--- config.mk ---
export PLATFORM = sky130hd
export DESIGN_NAME = transport_receive
export DESIGN_NICKNAME = d
export VERILOG_FILES = /design/src/rtl/transport_receive.sv
export SDC_FILE = /design/constraint.sdc
export NUM_CORES = 1
export LEC_CHECK = 0
export BUFFER_PORTS_ARGS = -buffer_cell sky130_fd_sc_hd__buf_2
export CAP_MARGIN = 20
export CORE_MARGIN = 2
export CORE_UTILIZATION = 50
export DETAILED_ROUTE_END_ITERATION = 10
export GPL_ROUTABILITY_DRIVEN = 1
export PLACE_DENSITY = 0.68
export SLEW_MARGIN = 30
export SYNTH_ARGS = -nofsm -noshare
export SYNTH_HDL_FRONTEND = slang
export SYNTH_SLANG_ARGS = --single-unit
--- constraint.sdc ---
create_clock -name clk_i -period 1.98 [get_ports clk_i]
set_clock_uncertainty 0.1 [all_clocks]
set_input_delay 0 -clock clk_i [delete_from_list [all_inputs] [get_ports clk_i]]
set_output_delay 0 -clock clk_i [all_outputs]
set_load 0.02 [all_outputs]
--- src/rtl/transport_receive.sv ---
// transport_receive: receive-side transport stage.
//
// Parses fixed-length byte packets (header byte first) and recovers typed
// 16-bit words. A 0x40 header carries one control word followed by padding.
// A 0x80 header carries (PacketSize-2)/2 audio words followed by a 0xFF
// trailer. Any other header discards the packet. Recovered words leave
// through a small valid/ready FIFO.
//
// Ports:
//   clk_i         system clock
//   rst_ni        asynchronous active-low reset
//   byte_valid_i  byte_in_i is valid this cycle
//   byte_in_i     packet byte stream, header first
//   out_valid_o   FIFO head holds a word
//   out_ready_i   consumer accepts the head word this cycle
//   out_cmd_o     word type: 2'b01 control, 2'b10 audio
//   out_data_o    recovered word {hi, lo}
//   busy_o        a packet is partially received
//   pkt_done_o    one-cycle pulse after the last byte of a good packet
//   pkt_error_o   one-cycle pulse on bad header, bad trailer or gap timeout
//   overflow_o    sticky, set when a word is dropped on a full FIFO
//
// Optional build macro TRANSPORT_RCV_STATS_EN adds saturating counters:
//   good_pkts_o, err_pkts_o, drop_words_o.
module transport_receive #(
  parameter int unsigned PacketSize = 16,
  parameter int unsigned FifoDepth  = 4,
  parameter int unsigned GapTimeout = 64
) (
  input  logic        clk_i,
  input  logic        rst_ni,
  input  logic        byte_valid_i,
  input  logic [7:0]  byte_in_i,
  output logic        out_valid_o,
  input  logic        out_ready_i,
  output logic [1:0]  out_cmd_o,
  output logic [15:0] out_data_o,
  output logic        busy_o,
  output logic        pkt_done_o,
  output logic        pkt_error_o,
  output logic        overflow_o
`ifdef TRANSPORT_RCV_STATS_EN
  ,
  output logic [15:0] good_pkts_o,
  output logic [15:0] err_pkts_o,
  output logic [15:0] drop_words_o
`endif
);

  localparam int unsigned BcntW = $clog2(PacketSize);
  localparam int unsigned GapW  = $clog2(GapTimeout + 1);
  localparam int unsigned PtrW  = $clog2(FifoDepth);
  localparam int unsigned CntW  = PtrW + 1;

  localparam logic [7:0] HdrCtrl = 8'h40;
  localparam logic [7:0] HdrAud  = 8'h80;
  localparam logic [7:0] Trailer = 8'hFF;
  localparam logic [1:0] CmdCtrl = 2'b01;
  localparam logic [1:0] CmdAud  = 2'b10;

  typedef enum logic [2:0] {
    StIdle,
    StCtrlHi,
    StCtrlLo,
    StPad,
    StAudHi,
    StAudLo,
    StTrailer,
    StDiscard
  } state_e;

  state_e            state_q;
  logic [BcntW-1:0]  bcnt_q;
  logic [GapW-1:0]   gap_q;
  logic [7:0]        hi_q;
  logic              pkt_done_q;
  logic              pkt_error_q;

  // Recovered words are staged for one cycle before entering the FIFO.
  logic              push_vld_q;
  logic [17:0]       push_word_q;

  logic              last_byte;
  logic              last_aud_lo;

  assign last_byte   = (bcnt_q == BcntW'(PacketSize - 1));
  assign last_aud_lo = (bcnt_q == BcntW'(PacketSize - 2));

  // Packet parser
  always_ff @(posedge clk_i or negedge rst_ni) begin
    if (!rst_ni) begin
      state_q     <= StIdle;
      bcnt_q      <= '0;
      gap_q       <= '0;
      hi_q        <= '0;
      pkt_done_q  <= 1'b0;
      pkt_error_q <= 1'b0;
      push_vld_q  <= 1'b0;
      push_word_q <= '0;
    end else begin
      pkt_done_q  <= 1'b0;
      pkt_error_q <= 1'b0;
      push_vld_q  <= 1'b0;
      if (byte_valid_i) begin
        gap_q  <= '0;
        bcnt_q <= last_byte ? '0 : bcnt_q + BcntW'(1);
        unique case (state_q)
          StIdle: begin
            if (byte_in_i == HdrCtrl) begin
              state_q <= StCtrlHi;
            end else if (byte_in_i == HdrAud) begin
              state_q <= StAudHi;
            end else begin
              state_q     <= StDiscard;
              pkt_error_q <= 1'b1;
            end
          end
          StCtrlHi: begin
            hi_q    <= byte_in_i;
            state_q <= StCtrlLo;
          end
          StCtrlLo: begin
            push_vld_q  <= 1'b1;
            push_word_q <= {CmdCtrl, hi_q, byte_in_i};
            state_q     <= StPad;
          end
          StPad: begin
            // Padding content is not checked.
            if (last_byte) begin
              state_q    <= StIdle;
              pkt_done_q <= 1'b1;
            end
          end
          StAudHi: begin
            hi_q    <= byte_in_i;
            state_q <= StAudLo;
          end
          StAudLo: begin
            push_vld_q  <= 1'b1;
            push_word_q <= {CmdAud, hi_q, byte_in_i};
            state_q     <= last_aud_lo ? StTrailer : StAudHi;
          end
          StTrailer: begin
            // Audio words already pushed stay in the FIFO on a bad trailer.
            state_q <= StIdle;
            if (byte_in_i == Trailer) begin
              pkt_done_q <= 1'b1;
            end else begin
              pkt_error_q <= 1'b1;
            end
          end
          StDiscard: begin
            if (last_byte) begin
              state_q <= StIdle;
            end
          end
          default: state_q <= StIdle;
        endcase
      end else if (state_q != StIdle) begin
        if (gap_q == GapW'(GapTimeout - 1)) begin
          state_q     <= StIdle;
          bcnt_q      <= '0;
          gap_q       <= '0;
          pkt_error_q <= 1'b1;
        end else begin
          gap_q <= gap_q + GapW'(1);
        end
      end
    end
  end

  // Output FIFO
  logic [17:0]     mem_q [FifoDepth];
  logic [PtrW-1:0] wptr_q;
  logic [PtrW-1:0] rptr_q;
  logic [CntW-1:0] count_q;
  logic            overflow_q;
  logic            fifo_full;
  logic            pop;
  logic            do_push;
  logic            drop;

  assign fifo_full = (count_q == CntW'(FifoDepth));
  assign pop       = out_valid_o && out_ready_i;
  // When full, a simultaneous pop frees the slot being written.
  assign do_push   = push_vld_q && (!fifo_full || pop);
  assign drop      = push_vld_q && fifo_full && !pop;

  always_ff @(posedge clk_i or negedge rst_ni) begin
    if (!rst_ni) begin
      wptr_q     <= '0;
      rptr_q     <= '0;
      count_q    <= '0;
      overflow_q <= 1'b0;
    end else begin
      if (do_push) begin
        wptr_q <= wptr_q + PtrW'(1);
      end
      if (pop) begin
        rptr_q <= rptr_q + PtrW'(1);
      end
      unique case ({do_push, pop})
        2'b10:   count_q <= count_q + CntW'(1);
        2'b01:   count_q <= count_q - CntW'(1);
        default: count_q <= count_q;
      endcase
      if (drop) begin
        overflow_q <= 1'b1;
      end
    end
  end

  always_ff @(posedge clk_i) begin
    if (do_push) begin
      mem_q[wptr_q] <= push_word_q;
    end
  end

  assign out_valid_o = (count_q != '0);
  assign out_cmd_o   = out_valid_o ? mem_q[rptr_q][17:16] : 2'b00;
  assign out_data_o  = out_valid_o ? mem_q[rptr_q][15:0] : 16'h0000;
  assign busy_o      = (state_q != StIdle);
  assign pkt_done_o  = pkt_done_q;
  assign pkt_error_o = pkt_error_q;
  assign overflow_o  = overflow_q;

`ifdef TRANSPORT_RCV_STATS_EN
  logic [15:0] good_q;
  logic [15:0] err_q;
  logic [15:0] drop_q;

  // Packet counters follow their pulse by one cycle; drops count on the dropping edge.
  always_ff @(posedge clk_i or negedge rst_ni) begin
    if (!rst_ni) begin
      good_q <= '0;
      err_q  <= '0;
      drop_q <= '0;
    end else begin
      if (pkt_done_q && (good_q != 16'hFFFF)) begin
        good_q <= good_q + 16'd1;
      end
      if (pkt_error_q && (err_q != 16'hFFFF)) begin
        err_q <= err_q + 16'd1;
      end
      if (drop && (drop_q != 16'hFFFF)) begin
        drop_q <= drop_q + 16'd1;
      end
    end
  end

  assign good_pkts_o  = good_q;
  assign err_pkts_o   = err_q;
  assign drop_words_o = drop_q;
`endif

endmodule

# Word-level counts from Yosys, hierarchy flattened
# Memories as Yosys holds them, arrays and structs flattened.
# Index checks and enable logic that the tools add are counted.
[classes] n_div=0 mul=0 shift=0 n_mux=34 n_lt_le_gt_ge=0 addsub=6 n_eq_ne=17 n_reduce_logical=21 bitwise=0
[op_table] operator="one-hot mux 18 bit (2 select lines)" n=1
[op_table] operator="2-to-1 mux 7 bit" n=3
[op_table] operator="one-hot mux 3 bit (7 select lines)" n=1
[op_table] operator="equality test 8 bit, second input constant" n=2
[op_table] operator="2-to-1 mux 16 bit" n=1
[op_table] operator="2-to-1 mux 4 bit" n=4
[op_table] operator="equality test 3 bit, second input constant" n=5
[op_table] operator="2-to-1 mux 3 bit" n=5
[op_table] operator="2-to-1 mux 1 bit" n=13
[op_table] operator="equality test 4 bit, second input constant" n=2
[op_table] operator="equality test 8 x 7 -> 1 bit, second input constant" n=1
[op_table] operator="nonzero test 2 bit" n=4
[op_table] operator="adder 7 x 1 -> 7 bit, second input constant" n=1
[op_table] operator="equality test 7 x 6 -> 1 bit, second input constant" n=1
[op_table] operator="equality test 3 x 2 -> 1 bit, second input constant" n=2
[op_table] operator="2-to-1 mux 2 bit" n=3
[op_table] operator="one-hot mux 3 bit (2 select lines)" n=1
[op_table] operator="AND reduction 2 bit" n=3
[op_table] operator="nonzero test 3 bit" n=2
[op_table] operator="OR reduction 2 bit" n=3
[op_table] operator="adder 2 x 1 -> 2 bit, second input constant" n=2
[op_table] operator="adder 4 x 1 -> 4 bit, second input constant" n=1
[op_table] operator="logical AND 1 bit" n=4
[op_table] operator="one-hot mux 1 bit (2 select lines)" n=2
[op_table] operator="other kinds (10)" n=11
[totals] ram_bits=72 latchBits=0 memories=1 wordCells=91 in_bits=12 ff_bits=51 rom_bits=0
[mem_list] memory="mem_q" words=4 word_bits=18 read_ports=1 rd_ports_with_merged_regs=0 write_ports=1 line="173" source="logic [17:0] mem_q [FifoDepth];"

# Depth between registers and ports, before layout
# Gate-level depths: netlist of run 1.
[depth] word_depth=6 mapped_depth=8 mapped_depth_nobuf=8

# Worst setup path after synthesis of run 1
# Ideal clock, no wire load.
[synth_timing] kind="register -> register" from="reg count_q[1]" to="reg count_q[2]" path_stages_with_launch=9 period_less_slack_ps=2053 arrival_ps=1826 setup_slack_ps=-73 required_time_ps=1752 setup_time_ps=128 path_buffers=0 path_cell_list="dfrtp_1 or3_1 nand2_1 or2_2 fa_1 nand2b_1 o221ai_1 o31a_1 o21ai_0"
[synth_between] elab_chain_cells=6 elab_cells_between_ends=12 cone_classes="add/sub: 2; eq/ne: 3; mux: 1; reduce/logical: 6"
[synth_lines] element="start, declared" line="176" source="logic [CntW-1:0] count_q;"
[synth_lines] element="start signal, assigned" line="203" source="2'b10: count_q <= count_q + CntW'(1);"
[synth_lines] element="start signal, assigned" line="204" source="2'b01: count_q <= count_q - CntW'(1);"
[synth_lines] element="start signal, assigned" line="205" source="default: count_q <= count_q;"
[synth_lines] element="equality test 3 bit or nonzero test 3 bit (tied branches)" line="183, 219"
[synth_lines] element="logical NOT 1 bit or logical AND 1 bit (tied branches)" line="186, 184"
[synth_lines] element="logical OR 1 bit" line="186" source="assign do_push = push_vld_q && (!fifo_full || pop);"
[synth_lines] element="logical AND 1 bit" line="186"
[synth_lines] element="equality test 2 x 1 -> 1 bit or equality test 2 bit (tied branches)" line="202" source="unique case ({do_push, pop})"
[synth_lines] element="one-hot mux 3 bit (2 select lines) or nonzero test 2 bit (tied branches)"
# Parallel ways exist; a longest one is shown, timed or not.
# A chain may end at the register's enable or synchronous reset.

# Final worst setup path of run 1
[layout_timing] from="reg rptr_q[0]" to="out out_data_o[5]"
[layout_between] elab_chain_cells=2
[layout_lines] element="start, declared" line="175" source="logic [PtrW-1:0] rptr_q;"
[layout_lines] element="start signal, assigned" line="200" source="rptr_q <= rptr_q + PtrW'(1);"
[layout_lines] element="memory read (4 x 18 bit)"
[layout_lines] element="2-to-1 mux 16 bit" line="221" source="assign out_data_o = out_valid_o ? mem_q[rptr_q][15:0] : 16'h0000;"
[layout_lines] element="end, declared" line="37" source="output logic [15:0] out_data_o,"
# Every way passes these cells.

==> results.tsv, run 1 <==
stage	metric	value	unit
status	outcome	complete, but fails checks	
status	violations	negative setup slack	
detailed_routing	drc	0	
setup_path	worstSetupPathType	flip-flop to output port	
yosys	synth_xor_area_frac	0.0150	
timing	worst_pin_slew	0.691	ns
detailed_routing	routedWlPerCell	17.6	um
yosys	synth_area_leaders	edfxtp_1, dfrtp_1, mux4_2	
global_route	grtUsageMet3	0.0570	
detailed_routing	firstDrtPassIters	4	
floorplan	die_area	0.0113	sq mm
placement	gp_congestion	0.737	
setup_path	r2r_start	count_q[2]	
global_route	grt_first_pass_wirelength	16100	um
timing	finalSetupViolations	19	
layout	multiInputGateArea	0.00174	sq mm
layout	nNetsFinal	428	
yosys	synth.avg_cell_area	15.7	sq um
timing	relSlewSlack	0.538	
timing	slew_viol_final	0	
detailed_routing	routed_wl	9810	um
yosys	synth_simple_gate_area_share	0.0847	
detailed_routing	drtAntennaViolNets	0	
placement	placedCellCount	507	
layout	n_fill_cell	746	
yosys	syn_inst	334	
clock_tree	clock_latency	0.51	ns
clock_tree	cts_tree	done	
timing	timing.fmax	491	MHz
layout	area_growth	26.7	%
global_route	antenna_found_initial	0	
min_path	worstHoldStart	byte_in_i[5]	
placement	placed_area	0.00571	sq mm
clock_tree	clk_pin_slew_worst_paths	0.06	ns
layout	fin_cells	557	
global_route	gr-max-usage-layer	met2	
clock_tree	clk_path_buf_depth	2	
timing	rsz0062_at_grt	yes	
yosys	synth_fa_ha_area_frac	0.0205	
global_route	track_usage	0.191	
setup_path	cp.required	1.88	ns
timing	tns	-0.523	ns
yosys	async_flop_share	0.415	
global_route	met1_usage	0.237	
layout	drive_gt1_frac	0.378	
global_route	first_global_vias	3122	
floorplan	core	0.0102	sq mm
yosys	ys_seq_area_frac	0.656	
global_route	grt_max_degree	22	
min_path	min_path_type	input pin to flip-flop	
yosys	synth.top_cell.area_share	0.412	
timing	fin_crit_sh	1.03	
yosys	synth_seq_cells	123	
power	p_per_area	1680	mW/mm^2
timing	setup_ws	-0.0567	ns
global_route	overflow	0	
layout	design_area	0.00664	sq mm
yosys	synthFlopType	edfxtp_1	
power	p_leak	2.60	nW
timing	hold_viol_final	0	
floorplan	rows	37	
layout	ff_latch_area	0.00344	sq mm
floorplan	start_util	0.513	
setup_path	critical_path.startpoint_type	flip-flop	
placement	io_buffers	34	
detailed_routing	via_per_inst	5.39	
floorplan	die_y	106	um
yosys	yosys_warnings	0	
yosys	synth_nets	354	
yosys	synth-edff-count	72	
placement	place_hpwl	6200	um
clock_tree	cts_made_buffers	17	
timing	fin_crit	2.04	ns
setup_path	crit_fanout	5	
yosys	synth_top_family_by_area	multiplexers	
yosys	syn_area	0.00524	sq mm
setup_path	endpoint_kind	output port	
setup_path	cp.arrival	1.94	ns
yosys	yosys.area.top_type	edfxtp_1	
flow_run	max_cap_violations	0	
floorplan	chipWidth	106	um
global_route	met2_usage	0.327	
detailed_routing	first_iter_violations	119	
clock_tree	h-tree-depth	4	
floorplan	ios	35	
clock_tree	clockRootBuffer	clkbuf_8	
yosys	synth.distinct_cells	52	
clock_tree	cts_sinks	123	
layout	fin_util	0.649	
yosys	synth_compound_area_frac	0.0592	
setup_path	crit_start	rptr_q[0]	
power	ir_drop	0.795	mV
detailed_routing	num_vias	3001	
yosys	synthMuxAreaShare	0.137	
layout	diodes	0	
critical path, cell delays in order (launching register included):
cell and delay [ns]:
dfrtp_2 0.44, buf_12 0.15, mux4_2 0.53, and2_4 0.18
buf_6 0.12
layer usage:
metal | vias up | routed length, um
met5 | - | 0
met3 | 10 | 365
met1 | 1521 | 4220
met4 | 0 | 89
li1 | 1411 | -
met2 | 59 | 5130
worst paths after layout:
check / end / slack [ns] / cells past startpoint
min reg2reg: overflow_o / 0.35 / 1
max in group asynchronous: push_word_q[6] / 0.23 / 4
max: out_data_o[5] / -0.06 / 4
min: hi_q[5] / 0.24 / 3
min in group asynchronous: bcnt_q[2] / 0.47 / 4
max reg2reg: count_q[1] / -0.04 / 7
cell usage after synthesis, types with 7 or more instances:
master / n
dfrtp_1: 51
edfxtp_1: 72
nor2_1: 10
nand2_1: 17
o21ai_0: 11
a21oi_1: 14
inv_1: 8
ha_1: 7
mux2_4: 9
mux4_2: 18
and2_1: 23
nand3_1: 8
mux2_2: 15
flip-flops by register name, indices dropped and copies added, names as in the netlist:
| register | cells |
|---|---|
| hi_q | 8 |
| pkt_error_o | 1 |
| bcnt_q | 4 |
| push_word_q | 18 |
| mem_q | 72 |
| push_vld_q | 1 |
| wptr_q | 2 |
| count_q | 3 |
| rptr_q | 2 |
| pkt_done_o | 1 |
| overflow_o | 1 |
| gap_q | 7 |
| state_q | 3 |
area by class of cell:
| class | count | share of cell area |
|---|---|---|
| well taps | 136 | 0.0256 |
| clock inverters | 13 | 0.0290 |
| repair buffers | 69 | 0.0942 |
| multi-input cells | 186 | 0.262 |
| clock buffers | 19 | 0.0635 |
| inverters | 11 | 0.00772 |
| flip-flops and latches | 123 | 0.518 |
what timing repair did:
item	CTS	global route
gates resized for setup	35	14
pin swaps	7	3
setup buffers	4	1
hold buffers	13	0
endpoints found under the setup margin	20	93
hold endpoints to repair	92	0
gates cloned	2	0
through the flow:
step	worst slack [ns]	power (mW)	hold slack (ns)
after floorplan	-0.0294	6.44	-0.396
after global placement	0.0321	7.33	-0.161
after detailed placement	-0.0517	7.47	-0.157
after CTS	-0.150	11.2	0.214
after global routing	-0.113	11.7	0.239
final	-0.0567	11.1	0.244
report_power, final:
part	total (mW)	switching, mW	internal (mW)	leakage [nW]
clock network	3.15	1.10	2.05	0.293
logic	3.88	1.79	2.09	1.04
registers	4.11	0.553	3.56	1.27
cells by family (layout without fill, tap and decap cells):
family,Yosys count,in the layout
buffers and inverters,25,112
AO/OA/AOI/OAI,46,46
multiplexers,43,43
flip-flops,123,123
adder cells (fa/ha/maj),8,8
XOR/XNOR,9,9
AND/OR/NAND/NOR,80,80
layout by cell type (no fill, tap or decap), types with 2 or more instances in the layout:
master and instances:
buf_12 7, mux4_2 18, a31oi_1 3, inv_1 8, o21ai_0 9, o21ai_1 2, nand2_1 16, buf_6 12
or3_1 4, clkinvlp_4 2, bufinv_16 4, ha_1 7, xor2_1 5, dfrtp_1 50, a22oi_1 2, buf_2 23
nor2b_2 2, buf_4 14, xnor2_1 4, and2_4 11, mux2_4 9, and2_1 12, dlygate4sd3_1 13, clkinv_4 4
clkbuf_16 16, nor2_1 10, inv_6 4, clkbuf_1 2, nor3_1 2, nor4_1 2, nand3_1 8, nand4_1 3
a211oi_1 2, mux2_2 15, a21oi_1 14, edfxtp_1 72
Power figures use the tool's default switching activity.
==> run 2, diff against run 1 <==
CORE_UTILIZATION = 30   (was 50)
PLACE_DENSITY = 0.45   (was 0.68)
==> run 2 against run 1 <==
  * The run still ends with negative setup slack left
  * Critical path depth increased by 3
  * Power decreased by 4.2%
  * Fmax increased by 2.2%
  * Sequential share of layout area increased by 0.17 points
  * Cell area decreased by 0.36%
  * Largest power group unchanged
==> results.tsv, run 2 (synthesized netlist as in run 1, its figures left out) <==
stage	metric	value	unit	change
floorplan	core	0.0172	sq mm	+68%
layout	largest_register	mem_q		
timing	setup_ws	-0.0130	ns	+0.0437 ns
setup_path	endpoint_kind	flip-flop		
timing	relSlewSlack	0.644		+0.106
min_path	min_path_type	input pin to async pin		
layout	nNetsFinal	426		-0.47%
global_route	overflow	0		unchanged
floorplan	start_util	0.305		-0.207
clock_tree	clk_path_buf_depth	2		unchanged
clock_tree	clock_latency	0.41	ns	-0.10 ns
timing	worst_pin_slew	0.534	ns	-0.156 ns
layout	area_growth	26.2	%	
power	p_leak	2.56	nW	-1.8%
setup_path	r2r_cells	7		unchanged
layout	largestRegisters	mem_q (72), push_word_q (18), hi_q (8)		
layout	drive_gt1_frac	0.351		-0.0268
detailed_routing	routed_wl	10900	um	+11%
layout	n_fill_cell	1683		+130%
floorplan	rows	48		+30%
flow_run	max_cap_violations	0		unchanged
layout	largest_reg_flops	72		unchanged
detailed_routing	first_iter_violations	151		+27%
timing	hold_ws	0.00455	ns	-0.239 ns
layout	diodes	0		unchanged
setup_path	cp.required	2.19	ns	+0.31 ns
clock_tree	clockRootBuffer	clkbuf_16		
clock_tree	cts_made_buffers	17		unchanged
status	outcome	complete, but fails checks		
clock_tree	cts_sinks	123		unchanged
setup_path	r2r_start	count_q[2]		
timing	slew_viol_final	0		unchanged
clock_tree	postCtsSetupRepairBufs	0		-4
layout	final_cell_mix	edfxtp_1, dfrtp_1, buf_2		
setup_path	worstSetupPathType	flip-flop to flip-flop		
floorplan	die_y	136	um	+28%
detailed_routing	drc	0		unchanged
setup_path	regToRegSetupSlack	-0.01	ns	+0.03 ns
timing	rsz0062_at_grt	yes		
detailed_routing	routedWlPerCell	16.9	um	-4.1%
power	p_per_area	1610	mW/mm^2	-3.9%
placement	io_buffers	34		unchanged
global_route	track_usage	0.128		-0.0630
power	ir_drop	1.01	mV	+28%
floorplan	die_area	0.0186	sq mm	+64%
placement	placedCellCount	598		+18%
placement	gp_congestion	0.770		+4.5%
detailed_routing	drtAntennaViolNets	0		unchanged
layout	final_common_cell	edfxtp_1		
timing	fin_crit_sh	1.01		-0.0221
detailed_routing	via_per_inst	4.75		-12%
setup_path	r2r_end	count_q[1]		
global_route	first_global_vias	3192		+2.2%
timing	hold_viol_final	0		unchanged
detailed_routing	num_vias	3058		+1.9%
floorplan	ios	35		unchanged
detailed_routing	firstDrtPassIters	4		unchanged
clock_tree	clk_pin_slew_worst_paths	0.05	ns	about the same
timing	timing.fmax	502	MHz	+2.2%
timing	tns	-0.0130	ns	+0.510 ns
layout	fin_cells	644		+16%
clock_tree	cts_tree	done		
timing	fin_crit	1.99	ns	-0.0437 ns
global_route	grt_first_pass_wirelength	17400	um	+7.8%
setup_path	critical_path.startpoint_type	flip-flop		
status	violations	negative setup slack		
global_route	antenna_found_initial	0		unchanged
setup_path	cp.arrival	2.21	ns	+0.27 ns
clock_tree	h-tree-depth	4		unchanged
placement	place_hpwl	7150	um	+15%
setup_path	crit_fanout	2		-3
global_route	grt_max_degree	23		+4.5%
timing	finalSetupViolations	1		-18
floorplan	chipWidth	136	um	+28%
## run 2: critical path: stages, from the launching register on
cell and delay, ns:
dfrtp_1 0.37, or3_4 0.39, nand2_2 0.07, or2_4 0.11, fa_2 0.44, a211oi_2 0.15, o21ai_1 0.08, a22oi_1 0.19
## run 2: what timing repair did
action,in CTS,in global routing
hold buffers,14,0
endpoints found under the setup margin,8,74
resized for setup,13,16
gates cloned,0,0
endpoints found under the hold margin,85,0
pin swaps,3,2
## run 2: report_power, final
group | internal [mW] | switching [mW]
registers | 3.56 | 0.552
logic | 1.94 | 1.78
clock network | 1.83 | 1.02
total | 7.33 | 3.36
## run 2: area by class of cell
| type | count | area [sq um] | share of cell area |
|---|---|---|---|
| multi-input cells | 186 | 1710 | 0.259 |
| clock buffers | 22 | 484 | 0.0732 |
| clock inverters | 10 | 71.3 | 0.0108 |
| repair buffers | 67 | 581 | 0.0877 |
| well taps | 225 | 282 | 0.0425 |
| flip-flops and latches | 123 | 3440 | 0.519 |
| inverters | 11 | 51.3 | 0.00775 |
## run 2: worst max path at each step
stage	from	slack (ns)	endpoint
floorplan	count_q[0]	-0.03	count_q[2]
global placement	count_q[2]	0.004	count_q[1]
detailed placement	count_q[2]	-0.04	count_q[1]
CTS	count_q[2]	-0.03	count_q[1]
global route	count_q[2]	-0.08	count_q[1]
finish	count_q[2]	-0.01	count_q[1]
## run 2: layer usage
layer  track usage  routed length [um]
met5             0                   0
met4        0.0498                 175
met3        0.0358                 345
met2         0.210                5460
met1         0.160                4900
## run 2: stage by stage
stage                      util  worst slack [ns]  total power [mW]  cell area [sq um]
final                     0.385           -0.0130              10.7               6620
after detailed placement  0.340           -0.0394              7.61               5830
after CTS                 0.382           -0.0281              10.7               6570
after floorplan               -           -0.0294              6.44               5260
after global placement    0.340           0.00423              7.53               5830
after global routing      0.385           -0.0791              11.3               6620
